<file path="src/rtl/total_alu_pkg.sv">
// Shared constants and types for the total_alu datapath.
package total_alu_pkg;

    localparam int unsigned WIDTH = 4;

    localparam logic [2:0] OP_AND = 3'b000;
    localparam logic [2:0] OP_OR  = 3'b001;
    localparam logic [2:0] OP_ADD = 3'b010;
    localparam logic [2:0] OP_SUB = 3'b110;
    localparam logic [2:0] OP_SLT = 3'b111;

    typedef enum logic [1:0] {
        SLICE_AND  = 2'b00,
        SLICE_OR   = 2'b01,
        SLICE_SUM  = 2'b10,
        SLICE_LESS = 2'b11
    } slice_op_e;

endpackage

</file>
<file path="src/rtl/total_alu_bit_slice.sv">
// One-bit ALU slice; set/overflow are meaningful only on the MSB slice.
module alu_bit_slice
    import total_alu_pkg::*;
(
    input  logic       a,
    input  logic       b,
    input  logic       less,
    input  logic       binvert,
    input  logic       cin,
    input  logic [1:0] op,
    output logic       result,
    output logic       cout,
    output logic       set,
    output logic       overflow
);

    logic w_b;
    logic w_sum;

    assign w_b      = b ^ binvert;
    assign w_sum    = a ^ w_b ^ cin;
    assign cout     = (a & w_b) | (a & cin) | (w_b & cin);
    // Signed overflow is the carry into the sign bit differing from the carry out.
    assign overflow = cin ^ cout;
    assign set      = w_sum ^ overflow;

    always_comb begin
        result = 1'b0;
        case (slice_op_e'(op))
            SLICE_AND:  result = a & w_b;
            SLICE_OR:   result = a | w_b;
            SLICE_SUM:  result = w_sum;
            SLICE_LESS: result = less;
            default:    result = 1'b0;
        endcase
    end

endmodule

</file>
<file path="src/rtl/total_alu.sv">
// 4-bit registered ALU built from ripple-connected 1-bit slices.
module total_alu
    import total_alu_pkg::*;
(
    input  logic             clk,
    input  logic             rst,
    input  logic [WIDTH-1:0] a,
    input  logic [WIDTH-1:0] b,
    input  logic [2:0]       signal,
    output logic [WIDTH-1:0] out,
    output logic             zero,
    output logic             carry,
    output logic             overflow
);

    logic [WIDTH:0]   w_c;
    logic [WIDTH-1:0] w_slice_res;
    logic             w_set;
    logic             w_msb_ovf;
    logic [WIDTH-2:0] w_unused_set;
    logic [WIDTH-2:0] w_unused_ovf;

    logic [WIDTH-1:0] w_result;
    logic             w_carry;
    logic             w_ovf;

    logic [WIDTH-1:0] r_out;
    logic             r_zero;
    logic             r_carry;
    logic             r_ovf;

    assign w_c[0] = signal[2];

    for (genvar gi = 0; gi < WIDTH - 1; gi++) begin : g_slice
        alu_bit_slice u_slice (
            .a        (a[gi]),
            .b        (b[gi]),
            .less     ((gi == 0) ? w_set : 1'b0),
            .binvert  (signal[2]),
            .cin      (w_c[gi]),
            .op       (signal[1:0]),
            .result   (w_slice_res[gi]),
            .cout     (w_c[gi+1]),
            .set      (w_unused_set[gi]),
            .overflow (w_unused_ovf[gi])
        );
    end

    alu_bit_slice u_msb (
        .a        (a[WIDTH-1]),
        .b        (b[WIDTH-1]),
        .less     (1'b0),
        .binvert  (signal[2]),
        .cin      (w_c[WIDTH-1]),
        .op       (signal[1:0]),
        .result   (w_slice_res[WIDTH-1]),
        .cout     (w_c[WIDTH]),
        .set      (w_set),
        .overflow (w_msb_ovf)
    );

    // Reserved codes would otherwise leak slice results (e.g. 011 acts like SLT).
    always_comb begin
        w_result = '0;
        w_carry  = 1'b0;
        w_ovf    = 1'b0;
        case (signal)
            OP_AND, OP_OR, OP_SLT: begin
                w_result = w_slice_res;
            end
            OP_ADD, OP_SUB: begin
                w_result = w_slice_res;
                w_carry  = w_c[WIDTH];
                w_ovf    = w_msb_ovf;
            end
            default: begin
                w_result = '0;
            end
        endcase
    end

    always_ff @(posedge clk) begin
        if (rst) begin
            r_out   <= '0;
            r_zero  <= 1'b0;
            r_carry <= 1'b0;
            r_ovf   <= 1'b0;
        end else begin
            r_out   <= w_result;
            r_zero  <= (w_result == '0);
            r_carry <= w_carry;
            r_ovf   <= w_ovf;
        end
    end

    assign out      = r_out;
    assign zero     = r_zero;
    assign carry    = r_carry;
    assign overflow = r_ovf;

endmodule

</file>
<file path="config.mk">
export PLATFORM = sky130hd
export DESIGN_NAME = total_alu
export DESIGN_NICKNAME = d
export VERILOG_FILES = /design/src/rtl/total_alu_pkg.sv /design/src/rtl/total_alu_bit_slice.sv /design/src/rtl/total_alu.sv
export SDC_FILE = /design/constraint.sdc
export NUM_CORES = 1
export LEC_CHECK = 0
export BUFFER_PORTS_ARGS = -buffer_cell sky130_fd_sc_hd__buf_2
export CELL_PAD_IN_SITES_DETAIL_PLACEMENT = 1
export CELL_PAD_IN_SITES_GLOBAL_PLACEMENT = 2
export CORE_AREA = 3 3 41 62
export CTS_BUF_LIST = sky130_fd_sc_hd__clkbuf_2 sky130_fd_sc_hd__clkbuf_4 sky130_fd_sc_hd__clkbuf_8
export DETAILED_ROUTE_END_ITERATION = 10
export DIE_AREA = 0 0 44 65
export MAX_ROUTING_LAYER = met4
export PLACE_DENSITY_LB_ADDON = 0.2
export SLEW_MARGIN = 0
export SYNTH_ARGS = -nofsm -noshare
export SYNTH_HDL_FRONTEND = slang
export SYNTH_SLANG_ARGS = --single-unit
</file>
<file path="constraint.sdc">
create_clock -name clk -period 4.7 [get_ports clk]
set_clock_uncertainty 0.2 [all_clocks]
set_input_delay 1.175 -clock clk [delete_from_list [all_inputs] [get_ports clk]]
set_output_delay 1.175 -clock clk [all_outputs]
set_load 0.05 [all_outputs]
</file>
# --- After elaboration in Yosys (flattened, before gate mapping) ---
# Cells that the tools add are included.
word_totals:
  elab_cells: 61
  out_inout_bits: 7
  reg_bits: 7
classes:
  n_eq_ne: 7
  reduce_logical: 6
  n_mux: 5
  bitwise: 39
ops:
  columns: ["cell", "n"]
  rows:
  - ["$pmux 1 s4", 4]
  - ["$xor 1x1->1", 14]
  - ["$and 1x1->1", 12]
  - ["$or 1x1->1", 12]
  - ["$eq 3x3->1 const B", 2]
  - ["$reduce_or 5->1", 1]
  - ["$eq 2x2->1 const B", 2]
  - ["$logic_not 4->1", 1]
  - ["$mux 4", 1]
  - ["$reduce_or 2->1", 2]
  - ["$eq 3x1->1 const B", 1]
  - ["$eq 3x2->1 const B", 1]
  - ["$logic_not 3->1", 1]
  - ["$eq 2x1->1 const B", 1]
  - ["$logic_not 2->1", 1]
  - ["$not 1->1", 1]

# --- Longest topological paths before layout ---
depth:
  depth_word: 18
  mapped_depth: 10
  depth_no_buf: 9

# --- Modules after synthesis ---
# A second synthesis with hierarchy kept.
hier_totals:
  hier_cells: 67
  hier_area_um2: 733.2
modules_own_cells:
  columns: ["module", "cells_per_inst", "area_each_um2", "instances"]
  rows:
  - ["alu_bit_slice", 12, 123.9, 4]
  - ["total_alu", 19, 237.7, 1]

# --- Worst setup path before layout ---
# OpenSTA, ideal clock, no wires.
synth_timing:
  kind: "input-to-reg"
  startpoint: "input port signal[2]"
  endpoint: "register r_zero, in the netlist zero"
  arrival_ns: 3.216
  path_stages: 9
  n_path_buf: 1
  required_time_ns: 4.384
  path_slack_ns: 1.168
  path_cell_list: "buf_2 > mux2_2 > fa_1 > fa_1 > inv_1 > fa_1 > nor2_1 > a21oi_1 > and4_1"
synth_between:
  elab_chain_cells: 18
  word_cells_on_any_way: 50
synth_rtl:
  columns: ["element", "line", "source"]
  rows:
  - ["start, declared", "total_alu.sv:9", "input logic [2:0] signal,"]
  - ["$xor 1x1->1", "total_alu_bit_slice.sv:20", "assign w_b = b ^ binvert;"]
  - ["$and 1x1->1", "total_alu_bit_slice.sv:22, total_alu_bit_slice.sv:30", null]
  - ["$or 1x1->1 (2 in a row)", "total_alu_bit_slice.sv:22", "assign cout = (a & w_b) | (a & cin) | (w_b & cin);"]
  - ["$and 1x1->1", "total_alu_bit_slice.sv:22", null]
  - ["$or 1x1->1 (2 in a row)", "total_alu_bit_slice.sv:22", null]
  - ["$and 1x1->1", "total_alu_bit_slice.sv:22", null]
  - ["$or 1x1->1 (2 in a row)", "total_alu_bit_slice.sv:22", null]
  - ["$and 1x1->1", "total_alu_bit_slice.sv:22", null]
  - ["$or 1x1->1 (2 in a row)", "total_alu_bit_slice.sv:22", null]
  - ["$xor 1x1->1", "total_alu_bit_slice.sv:24", "assign overflow = cin ^ cout;"]
  - ["$xor 1x1->1", "total_alu_bit_slice.sv:25", "assign set = w_sum ^ overflow;"]
  - ["$pmux 1 s4", "total_alu_bit_slice.sv:29", "case (slice_op_e'(op))"]
  - ["$mux 4 *", "total_alu.sv:67", "case (signal)"]
  - ["$logic_not 4->1 *", "total_alu.sv:90", "r_zero <= (w_result == '0);"]
  - ["end signal, assigned", "total_alu.sv:90", null]
  - ["end, declared", "total_alu.sv:28", "logic r_zero;"]
# Mark *: on every way between the ends. The rest lies on a longest branch, timed or not.
# A chain may end at the register's enable or synchronous reset.

# --- Final worst setup path ---
# Same ends and word-level chain as after synthesis.

==> metrics.csv <==
metric,value,unit
status,"complete, no violations",
"most used cell, CP",fa_1,
Hold Path Origin,rst,
worst path cell trace,"buf_2, mux2_2, fa_1, fa_1, inv_1, fa_1, nor2_1, a21oi_1, and4_1",
Hold Crit Class,input pin to flip-flop,
Synth cell types,21,
post-synthesis mux area share,0.0680,
dpl ws,0.989,ns
Hold Path Depth,2,
post-synthesis xor/xnor area fraction,0.0722,
yosys warns,0,
Final Critical Period,3.42,ns
post_cts resized,0,
fin. max-slew vios,0,
final worst slack,1.28,ns
vias per cell,4.70,
syn_nets,90,
post-synthesis sequential area ratio,0.231,
initial antenna violation count,0,
leading area contributor after synthesis,dfxtp_1,
Cells after Synth,65,
number of CTS-inserted buffers,3,
gpl congestion,0.710,
total wire length,1.25,mm
crit path DAT,3.37,ns
DR WL/cell,11.6,µm
Detail Route Antenna Nets,0,
largest family of logic cells by synthesized area,adder cells,
Peak VDD IR,0.0637,mV
Congestion Overflow GR,0,
"flops & latches, synth",7,
final setup violation count,0,
Bufs and invs on worst path,2,
clock transition at the registers of the reported paths,0.05,ns
largest net degree at the start of global routing,10,
Pre-antenna DRT Iters,2,
Root Driver,clkbuf_4,
total of max-cap violations,0,
Worst setup SP type,input pin,
DRC Markers,0,
Clock Tree Buf Depth,2,
die area,0.00286,mm²
Worst-Margin Slew,0.324,ns
Compound-Gate Fraction of Synth Area,0.113,
global-route wire length before repair,2.12,mm
Hold Path End,out[0],
CTS Hold Buffers Added,0,
H-tree levels,1,
Worst path top cell family by delay,adder cells,
effective utilization at floorplan,0.296,
Tcrit/Tclk final,0.728,
Pwr Density,269,mW/mm²
top cell type's share of synthesized area,0.231,
Synth Cell Area,607,µm²
total chip power,200,µW
Combinational Power Share,0.377,
unrepaired setup endpoints after global routing,no,
Slowest cell on crit path,fa_1,
Internal,129,µW
via count of the first global-routing pass,517,
CTS tree,built,
"Hold Violations, Final",0,
CP peak stage delay,0.43,ns
Clock power frac,0.298,
Crit Path Class,input pin to flip-flop,
synth top area cells,"dfxtp_1, ha_1, fa_1",
boundary pin count,20,
net switching power,70.9,µW
number of diodes,0,
# nets final,112,
GRT Total Usage,0.101,
port buffer count,19,
row count,20,
Core Area,0.00205,mm²
FMAX,292,MHz
# clock sinks,7,
CP Capture Type,flip-flop,
HPWL after detailed placement,1.08,mm
switch share,0.355,
share of layout cells above drive strength 1,0.314,
Post-Synth Simple-Gate Area,0.118,
vias,508,
worst path required time,4.65,ns
adder-cell share of the synthesized area,0.297,
Slew HR,0.783,
Setup TNS,0,ns
syn avg cell area,9.34,µm²
Static Leak,0.399,nW
hold_ws,0.998,ns
Die X,44,µm
"Max FO, Critical Path",9,
Flop pwr share,0.325,
Area Growth Syn to Fin,22.5,%
Post-CTS Setup Bufs,0,
DRT iter0 DRCs,2,
Die H,65,µm
-- routing by layer --
layer	up-vias	wire length, µm	global-route usage
met5	-	0	-
met3	4	81	0.0111
met4	0	40	0.0679
met1	241	464	0.107
li1	247	-	-
met2	16	663	0.170
-- kinds of logic after synthesis --
group | Yosys count
fa+ha+maj | 12
mux | 4
xor+xnor | 5
buf+inv | 14
flops | 7
compound gates | 8
simple gates | 15
-- placed cells by master, fill, tap and decap left out --
cell type  instances
mux2i_1            3
mux2_2             1
nand4_1            1
nor3_1             2
ha_1               8
inv_1             12
o22ai_2            1
dfxtp_1            7
nor2_1             9
a221oi_2           1
fa_1               4
buf_2             19
and4_1             1
nor2b_1            1
a22oi_1            2
nand2b_1           1
o21ai_2            1
xor2_1             5
clkbuf_4           4
o21a_1             1
a21oi_1            2
-- power groups by stage --
stage | Sequential [mW] | Clock [mW] | Combinational [mW]
finish | 0.0649 | 0.0596 | 0.0752
global placement | 0.0660 | 0 | 0.0751
global route | 0.0651 | 0.0643 | 0.0852
detailed placement | 0.0661 | 0 | 0.0770
floorplan | 0.0826 | 0 | 0.0397
CTS | 0.0649 | 0.0625 | 0.0772
-- synthesized netlist by cell type --
master	count
mux2_2	1
o22ai_2	1
nand2b_1	1
a21oi_1	2
nor2_1	9
fa_1	4
o21a_1	1
buf_2	1
buf_6	1
xor2_1	5
dfxtp_1	7
nor3_1	2
nand4_1	1
nor2b_1	1
ha_1	8
inv_1	12
a221oi_2	1
and4_1	1
o21ai_2	1
mux2i_1	3
a22oi_1	2
-- worst max-delay path by stage --
stage | from | to | slack (ns) | cells after the start
finish | signal[2] | zero | 1.28 | 9
global placement | signal[2] | zero | 1.08 | 9
floorplan | signal[2] | zero | 1.17 | 9
CTS | signal[2] | zero | 1.27 | 9
detailed placement | signal[2] | zero | 0.99 | 9
global route | signal[2] | zero | 1.16 | 9
-- per-stage QoR --
step,instance area [µm²],util,instances
floorplan,607,-,65
global placement,713,0.348,104
detailed placement,713,0.348,104
CTS,743,0.362,108
global route,743,0.362,108
finish,743,0.362,108
-- layout make-up --
class | count | area, µm²
clock buffer | 4 | 30.0
fill | 257 | 1310
inverter | 12 | 45.0
multi-input combinational | 44 | 405
sequential | 7 | 140
tap | 22 | 27.5
timing repair buffer | 19 | 95.1
-- registers in the layout, summed over array words and instances (netlist names) --
| register | flops |
|---|---|
| carry | 1 |
| zero | 1 |
| overflow | 1 |
| out | 4 |
Power figures use the tool's default switching activity.
